==> src/rtl/combo_check_param.sv <==
// Parametrised serial combination checker with failure counting,
// timed lockout and alarm, between keypad front end and lock driver.
module combo_check_param #(
    parameter int DIGITS      = 6,
    parameter int WIDTH       = 5,
    parameter int MAX_FAIL    = 3,
    parameter int LOCKOUT_CYC = 16,
    localparam int FW = $clog2(MAX_FAIL + 1),
    localparam int IW = $clog2(DIGITS),
    localparam int TW = $clog2(LOCKOUT_CYC + 1)
) (
    input  logic                    CLK,
    input  logic                    RST_N,
    input  logic                    LOAD,
    input  logic [DIGITS*WIDTH-1:0] combo_in,
    input  logic [WIDTH-1:0]        digit_in,
    input  logic                    digit_valid,
    input  logic                    clear,
    output logic                    unlocked,
    output logic                    err,
    output logic                    alarm,
    output logic [FW-1:0]           fail_cnt,
    output logic [IW-1:0]           digit_idx,
    output logic                    programmed
);

    typedef enum logic [1:0] {
        UNPROG  = 2'd0,
        ENTRY   = 2'd1,
        OPEN    = 2'd2,
        LOCKOUT = 2'd3
    } state_t;

    state_t                  state_q, state_d;
    logic [DIGITS*WIDTH-1:0] combo_q, combo_d;
    logic [IW-1:0]           idx_q, idx_d;
    logic [FW-1:0]           fail_q, fail_d;
    logic [TW-1:0]           timer_q, timer_d;
    logic                    mis_q, mis_d;
    logic                    prog_q, prog_d;
    logic                    err_q, err_d;
    logic                    unl_q, alarm_q;

    logic [WIDTH-1:0] cur;
    logic             final_mis;
    logic             last;
    logic [FW-1:0]    fail_inc;

    // Stored code at the current entry position.
    always_comb begin
        cur = '0;
        for (int k = 0; k < DIGITS; k++) begin
            if (idx_q == IW'(k)) cur = combo_q[k*WIDTH +: WIDTH];
        end
    end

    assign final_mis = mis_q | (digit_in != cur);
    assign last      = (idx_q == IW'(DIGITS - 1));
    assign fail_inc  = fail_q + FW'(1);

    always_comb begin
        state_d = state_q;
        combo_d = combo_q;
        idx_d   = idx_q;
        fail_d  = fail_q;
        timer_d = timer_q;
        mis_d   = mis_q;
        prog_d  = prog_q;
        err_d   = 1'b0;
        unique case (state_q)
            UNPROG: begin
                if (LOAD) begin
                    combo_d = combo_in;
                    prog_d  = 1'b1;
                    state_d = ENTRY;
                    idx_d   = '0;
                    fail_d  = '0;
                    mis_d   = 1'b0;
                end
            end
            ENTRY: begin
                if (clear) begin
                    idx_d = '0;
                    mis_d = 1'b0;
                end else if (digit_valid) begin
                    if (!last) begin
                        mis_d = final_mis;
                        idx_d = idx_q + IW'(1);
                    end else begin
                        idx_d = '0;
                        mis_d = 1'b0;
                        if (!final_mis) begin
                            state_d = OPEN;
                            fail_d  = '0;
                        end else if (fail_inc < FW'(MAX_FAIL)) begin
                            fail_d = fail_inc;
                            err_d  = 1'b1;
                        end else begin
                            fail_d  = FW'(MAX_FAIL);
                            state_d = LOCKOUT;
                            timer_d = TW'(LOCKOUT_CYC);
                        end
                    end
                end
            end
            OPEN: begin
                if (LOAD) begin
                    combo_d = combo_in;
                    state_d = ENTRY;
                    idx_d   = '0;
                    mis_d   = 1'b0;
                end else if (clear) begin
                    state_d = ENTRY;
                    idx_d   = '0;
                    mis_d   = 1'b0;
                end
            end
            LOCKOUT: begin
                // Leaving on timer==1 keeps alarm high for LOCKOUT_CYC cycles.
                if (timer_q == TW'(1)) begin
                    state_d = ENTRY;
                    timer_d = '0;
                    fail_d  = '0;
                    idx_d   = '0;
                    mis_d   = 1'b0;
                end else begin
                    timer_d = timer_q - TW'(1);
                end
            end
            default: state_d = UNPROG;
        endcase
    end

    always_ff @(posedge CLK or negedge RST_N) begin
        if (!RST_N) begin
            state_q <= UNPROG;
            combo_q <= '0;
            idx_q   <= '0;
            fail_q  <= '0;
            timer_q <= '0;
            mis_q   <= 1'b0;
            prog_q  <= 1'b0;
            err_q   <= 1'b0;
            unl_q   <= 1'b0;
            alarm_q <= 1'b0;
        end else begin
            state_q <= state_d;
            combo_q <= combo_d;
            idx_q   <= idx_d;
            fail_q  <= fail_d;
            timer_q <= timer_d;
            mis_q   <= mis_d;
            prog_q  <= prog_d;
            err_q   <= err_d;
            unl_q   <= (state_d == OPEN);
            alarm_q <= (state_d == LOCKOUT);
        end
    end

    assign unlocked   = unl_q;
    assign err        = err_q;
    assign alarm      = alarm_q;
    assign fail_cnt   = fail_q;
    assign digit_idx  = idx_q;
    assign programmed = prog_q;

endmodule

==> config.mk <==
export PLATFORM = sky130hd
export DESIGN_NAME = combo_check_param
export DESIGN_NICKNAME = d
export VERILOG_FILES = /design/src/rtl/combo_check_param.sv
export SDC_FILE = /design/constraint.sdc
export NUM_CORES = 1
export LEC_CHECK = 0
export CAP_MARGIN = 20
export CELL_PAD_IN_SITES_DETAIL_PLACEMENT = 0
export CELL_PAD_IN_SITES_GLOBAL_PLACEMENT = 2
export CORE_AREA = 10 10 100 102
export CTS_CLUSTER_DIAMETER = 60
export CTS_CLUSTER_SIZE = 20
export DETAILED_ROUTE_END_ITERATION = 8
export DIE_AREA = 0 0 110 112
export PLACE_DENSITY_LB_ADDON = 0.1
export REMOVE_ABC_BUFFERS = 1
export SYNTH_ARGS = -nofsm -noshare
export SYNTH_HDL_FRONTEND = slang
export SYNTH_SLANG_ARGS = --single-unit
==> constraint.sdc <==
create_clock -name CLK -period 3.17 [get_ports CLK]
set_input_delay 0.634 -clock CLK [delete_from_list [all_inputs] [get_ports CLK]]
set_output_delay 0.634 -clock CLK [all_outputs]
set_load 0.02 [all_outputs]
After elaboration in Yosys (flattened, before gate mapping)
Cells that the tools add are included.
{ "word_totals": {"register_bits": 47, "elab_cells": 99, "romBits": 0, "in_bits": 40, "out_inout_bits": 9, "latchBits": 0, "ramBits": 0, "mem_count": 0} }
{ "classes": {"muxes": 53, "n_shift": 0, "n_reduce_logical": 10, "div_mod_pow": 0, "n_eq_ne": 21, "mul": 0, "magnitude_cmp": 1, "addsub": 3, "bitwise": 1} }
{ "op_table": {"columns": ["operator", "count"], "rows": [
  ["two-way mux 5 bit", 12],
  ["two-way mux 2 bit", 16],
  ["two-way mux 3 bit", 7],
  ["inequality test 2 bit (second input constant)", 7],
  ["two-way mux 1 bit", 13],
  ["one-hot mux 3 bit (4 select lines)", 1],
  ["AND reduction 6 bit", 2],
  ["one-hot mux 5 bit (2 select lines)", 1],
  ["== test 2 bit (second input constant)", 4],
  ["one-hot mux 2 bit (4 select lines)", 1],
  ["== test 3 x 2 -> 1 bit (second input constant)", 2],
  ["== test 3 bit (second input constant)", 2],
  ["inequality test 3 bit (second input constant)", 2],
  ["one-hot mux 2 bit (3 select lines)", 1],
  ["== test 5 x 1 -> 1 bit (second input constant)", 1],
  ["inequality test 5 bit", 1],
  ["subtractor 5 x 1 -> 5 bit (second input constant)", 1],
  ["one-hot mux 1 bit (4 select lines)", 1],
  ["AND reduction 2 bit", 2],
  ["AND reduction 4 bit", 1],
  ["adder 3 x 1 -> 3 bit (second input constant)", 1],
  ["== test 3 x 1 -> 1 bit (second input constant)", 1],
  ["zero test 3 bit", 1],
  ["nonzero test 3 bit", 1],
  ["7 further kinds", 7]
]} }

Logic depth before layout (Yosys ltp)
{ "depth": {"word_depth": 15, "mapped_depth": 15, "mapped_depth_nobuf": 10} }

Worst setup path after synthesis
OpenSTA, ideal clock, no wires.
{ "synth_timing": {"path_type": "reg-to-reg", "startpoint": "register idx_q[0] (netlist: digit_idx[0])", "endpoint": "register timer_q[0]", "stages_incl_launch_ff": 13, "synth_period_minus_slack_ns": 3.115, "t_arrival_ns": 2.988, "required_time_ns": 3.042, "setup_ns": 0.128, "path_buffers": 4, "slack_ns": 0.055, "cell_sequence": "dfrtp_1 > buf_2 > buf_2 > clkbuf_1 > and2_1 > ha_1 > clkbuf_1 > a2111oi_0 > o32a_1 > xor2_1 > nor4_2 > o21a_1 > mux2_1"} }
{ "synth_via": {"elab_chain_len": 11, "word_cells_on_any_way": 17, "cone_classes": "8 x eq/ne; 6 x mux; 1 x bitwise; 2 x reduce/logical"} }
{ "synth_rtl": {"columns": ["item", "line", "source"], "rows": [
  ["start: declaration", "36", "logic [IW-1:0] idx_q, idx_d;"],
  ["start signal: assignment", "149", "idx_q <= idx_d;"],
  ["zero test 3 bit", "53", "if (idx_q == IW'(k)) cur = combo_q[k*WIDTH +: WIDTH];"],
  ["two-way mux 5 bit (6 in series)", "53", null],
  ["inequality test 5 bit", "57", "assign final_mis = mis_q | (digit_in != cur);"],
  ["OR 1 bit", "57", null],
  ["inequality test 2 bit (no line)", null, null],
  ["AND reduction 6 bit (no line) *", null, null],
  ["end signal: assignment", "151", "timer_q <= timer_d;"],
  ["end: declaration", "38", "logic [TW-1:0] timer_q, timer_d;"]
]} }
Every way passes the cells marked *; elsewhere a longest branch is shown, timed or not.
A chain may end at the register's enable or synchronous reset.

Final worst setup path
{ "layout_timing": {"startpoint": "register idx_q[1] (netlist: digit_idx[1])", "endpoint": "register timer_q[0]"} }
Same word-level chain as after synthesis.

==> impl_metrics.yaml <==
pwr:
  p_seq_share_pct: 46.6
  comb_power_share_pct: 36.6
  leakage_nw: 1.34
  vdd_drop_max_mv: 0.183
  powerDensity_nw_per_um2: 647
  clock_power_share_pct: 16.7
  sw_frac_of_total_pct: 33.0
  p_sw_w: 0.000696
  internal-power_w: 0.00141
critical_path:
  start_kind: "register"
  arrival_ns: 2.93
  end_kind: "register"
  crit_chain: "and2_1 > ha_1 > a2111oi_0 > o32a_1 > xor2_1 > nor4_2 > o21a_1 > mux2_1"
  r2r_cells: 8
  worstPathRequired_ns: 3.35
  crit_slowest_cell: "dfrtp_1"
  crit_type: "register to register"
  slowest_delay_ns: 0.55
  crit_fanout: 12
sta:
  min_period_ns: 2.75
  finalClockSkew_ns: 0.00647
  setup_viol: 0
  timing.final.crit_share_pct: 86.7
  layout_setup_ws_ns: 0.422
  max_freq_mhz: 364
  worst_pin_slew_ns: 0.577
  relSlewSlack_pct: 61.4
  whs_ns: 0.271
  hold_viol: 0
  slew_violations: 0
  rsz0062_at_grt: "false"
placed_design:
  io_buffer_count: 48
  post-dp-hpwl_mm: 4.75
  pre_cts_ws_ns: 0.344
  gp_congestion: 0.819
  dpl-instance-area_sq_um: 3170
floorplanning:
  io_pins: 49
  dieHeight_um: 112
  die_area_sq_um: 12300
  start_util_pct: 31.9
  rows: 33
  die_w_um: 110
  core-area_sq_um: 8050
detailed_routing:
  ant_nets: 0
  avgRoutedWirePerCell_um: 15.4
  drt_pass1_iterations: 4
  vias_per_cell: 4.96
  routed_wl_mm: 6.14
  drtIter0Drc: 46
  highest_layer: "met4"
  routed-via-count: 1974
  drt-met1-wl_mm: 2.67
  dr_wl_met3_um: 311
  drc: 0
  route.met2.wl_mm: 3.08
finish:
  design_area_sq_um: 3260
  area_growth_pct: 27.0
  drive_gt1_share_pct: 17.7
  layout.nets: 341
  mostFrequentLayoutCells: "47 x dfrtp_1, 47 x clkdlybuf4s50_1, 32 x mux2_2"
  fillers: 824
  num_antenna_cells: 0
clock_network:
  clkTransAtPathRegs_ns: 0.09
  cts_setup_buffers: 0
  root_buffer: "clkbuf_8"
  cts_max_level: 2
  post_cts_resized: 0
  cts_tree: "done"
  clock_path_buffers: 2
  clkLatencyLatePin_ns: 0.29
  ctsHoldBuffers: 0
  cts_made_buffers: 5
  cts_sinks: 47
logic_synthesis:
  yosysSeqAreaShare_pct: 45.9
  synth_cells: 240
  yosys_warnings: 0
  synth_area_sq_um: 2560
  synth_ff_type: "dfrtp_1"
  async_flop_share_pct: 100
  synth_area_per_cell_sq_um: 10.7
  synth_cell_types: 49
  synth-edff-count: 0
  ys_ff_latch: 47
grt:
  grt_pass1_wl_mm: 10.4
  grt_pass1_vias: 2076
  antenna_found_initial: 0
  grt-ovfl-total: 0
  grt_use_total_pct: 10.4
  grt_max_degree: 32
run:
  drv_cap: 0
min_path:
  hp-class: "input pin to async pin"
status:
  run_status: "finished clean"
[per-layer routing]
layer	vias up	track usage, %
met5	-	0
met4	0	3.13
met3	6	2.71
met2	37	16.4
met1	956	13.5
li1	975	-
[power groups by stage]
stage               Clock [W]  Sequential (W)  Combinational (W)
global placement            0         0.00100           0.000785
global route         0.000397         0.00102           0.000866
CTS                  0.000374        0.000990           0.000789
floorplan                   0        0.000989           0.000508
finish               0.000353        0.000983           0.000772
detailed placement          0         0.00100           0.000785
[layout make-up]
cell class              count  area [sq um]  share of cell area, %
inverters                  13          48.8                   1.50
clock buffers               5          68.8                   2.11
repair buffers             55           528                   16.2
clock inverters             3          15.0                  0.461
flip-flops and latches     47          1180                   36.1
well taps                 105           131                   4.03
multi-input cells         170          1290                   39.6
[cells in the mapped netlist, types with 2 or more instances]
cell      number  area (sq um)
nor3_1         4          20.0
clkbuf_1       5          18.8
a221o_1        2          20.0
nand3_1        7          35.0
nand4_1        2          12.5
nor2b_1        5          31.3
o21ai_0       12          60.1
o41ai_1        2          17.5
dfrtp_1       47          1180
mux2_1         2          22.5
xor2_1         2          17.5
a21o_1         2          15.0
buf_2          3          15.0
o22ai_1        2          12.5
o31ai_1        6          45.0
mux2_2        32           360
nand2_1       11          41.3
a31oi_1        2          12.5
nor2_1        20          75.1
nor3b_1        2          15.0
and2_1         3          18.8
a221oi_1       3          26.3
ha_1           9           113
nand2b_1       9          56.3
mux2i_1        5          50.1
xnor2_1        2          17.5
a21oi_1        4          20.0
o311ai_0       2          17.5
inv_1         13          48.8
[cell families after synthesis]
| kind of cell | Yosys count | synth area share [%] |
|---|---|---|
| compound gates | 50 | 14.1 |
| xor+xnor | 4 | 1.37 |
| fa+ha+maj | 9 | 4.39 |
| buf+inv | 23 | 3.95 |
| flops | 47 | 45.9 |
| mux | 39 | 16.9 |
| simple gates | 68 | 13.5 |
[per-stage QoR]
stage               cells  util (%)  TNS (ns)  power (W)
floorplan             230         -    -0.103    0.00150
global placement      390      39.4         0    0.00179
detailed placement    390      39.4         0    0.00179
CTS                   398      40.5         0    0.00215
global route          398      40.5         0    0.00228
finish                398      40.5         0    0.00211
[registers in the layout, summed over array words and instances, names as in the netlist]
| name | flops |
|---|---|
| state_q | 2 |
| unlocked | 1 |
| combo_q | 30 |
| timer_q | 5 |
| digit_idx | 3 |
| alarm | 1 |
| fail_cnt | 2 |
| mis_q | 1 |
| err | 1 |
| programmed | 1 |
[final timing paths]
path	start	to	slack [ns]
max	digit_idx[1]	timer_q[0]	0.42
min	RST_N	combo_q[8]	0.27
max reg2reg	digit_idx[1]	timer_q[0]	0.42
min reg2reg	programmed	programmed	0.47
max in group asynchronous	RST_N	timer_q[4]	2.17
min in group CLK	programmed	programmed	0.47
[worst max-delay path, delay by kind of cell, from the launching register on]
kind	cells	cell delay, ns
mux	1	0.34
simple gates	2	0.52
xor+xnor	1	0.15
fa+ha+maj	1	0.33
flops	1	0.55
compound gates	3	0.73
No activity file was read; power rests on OpenSTA's default activity.
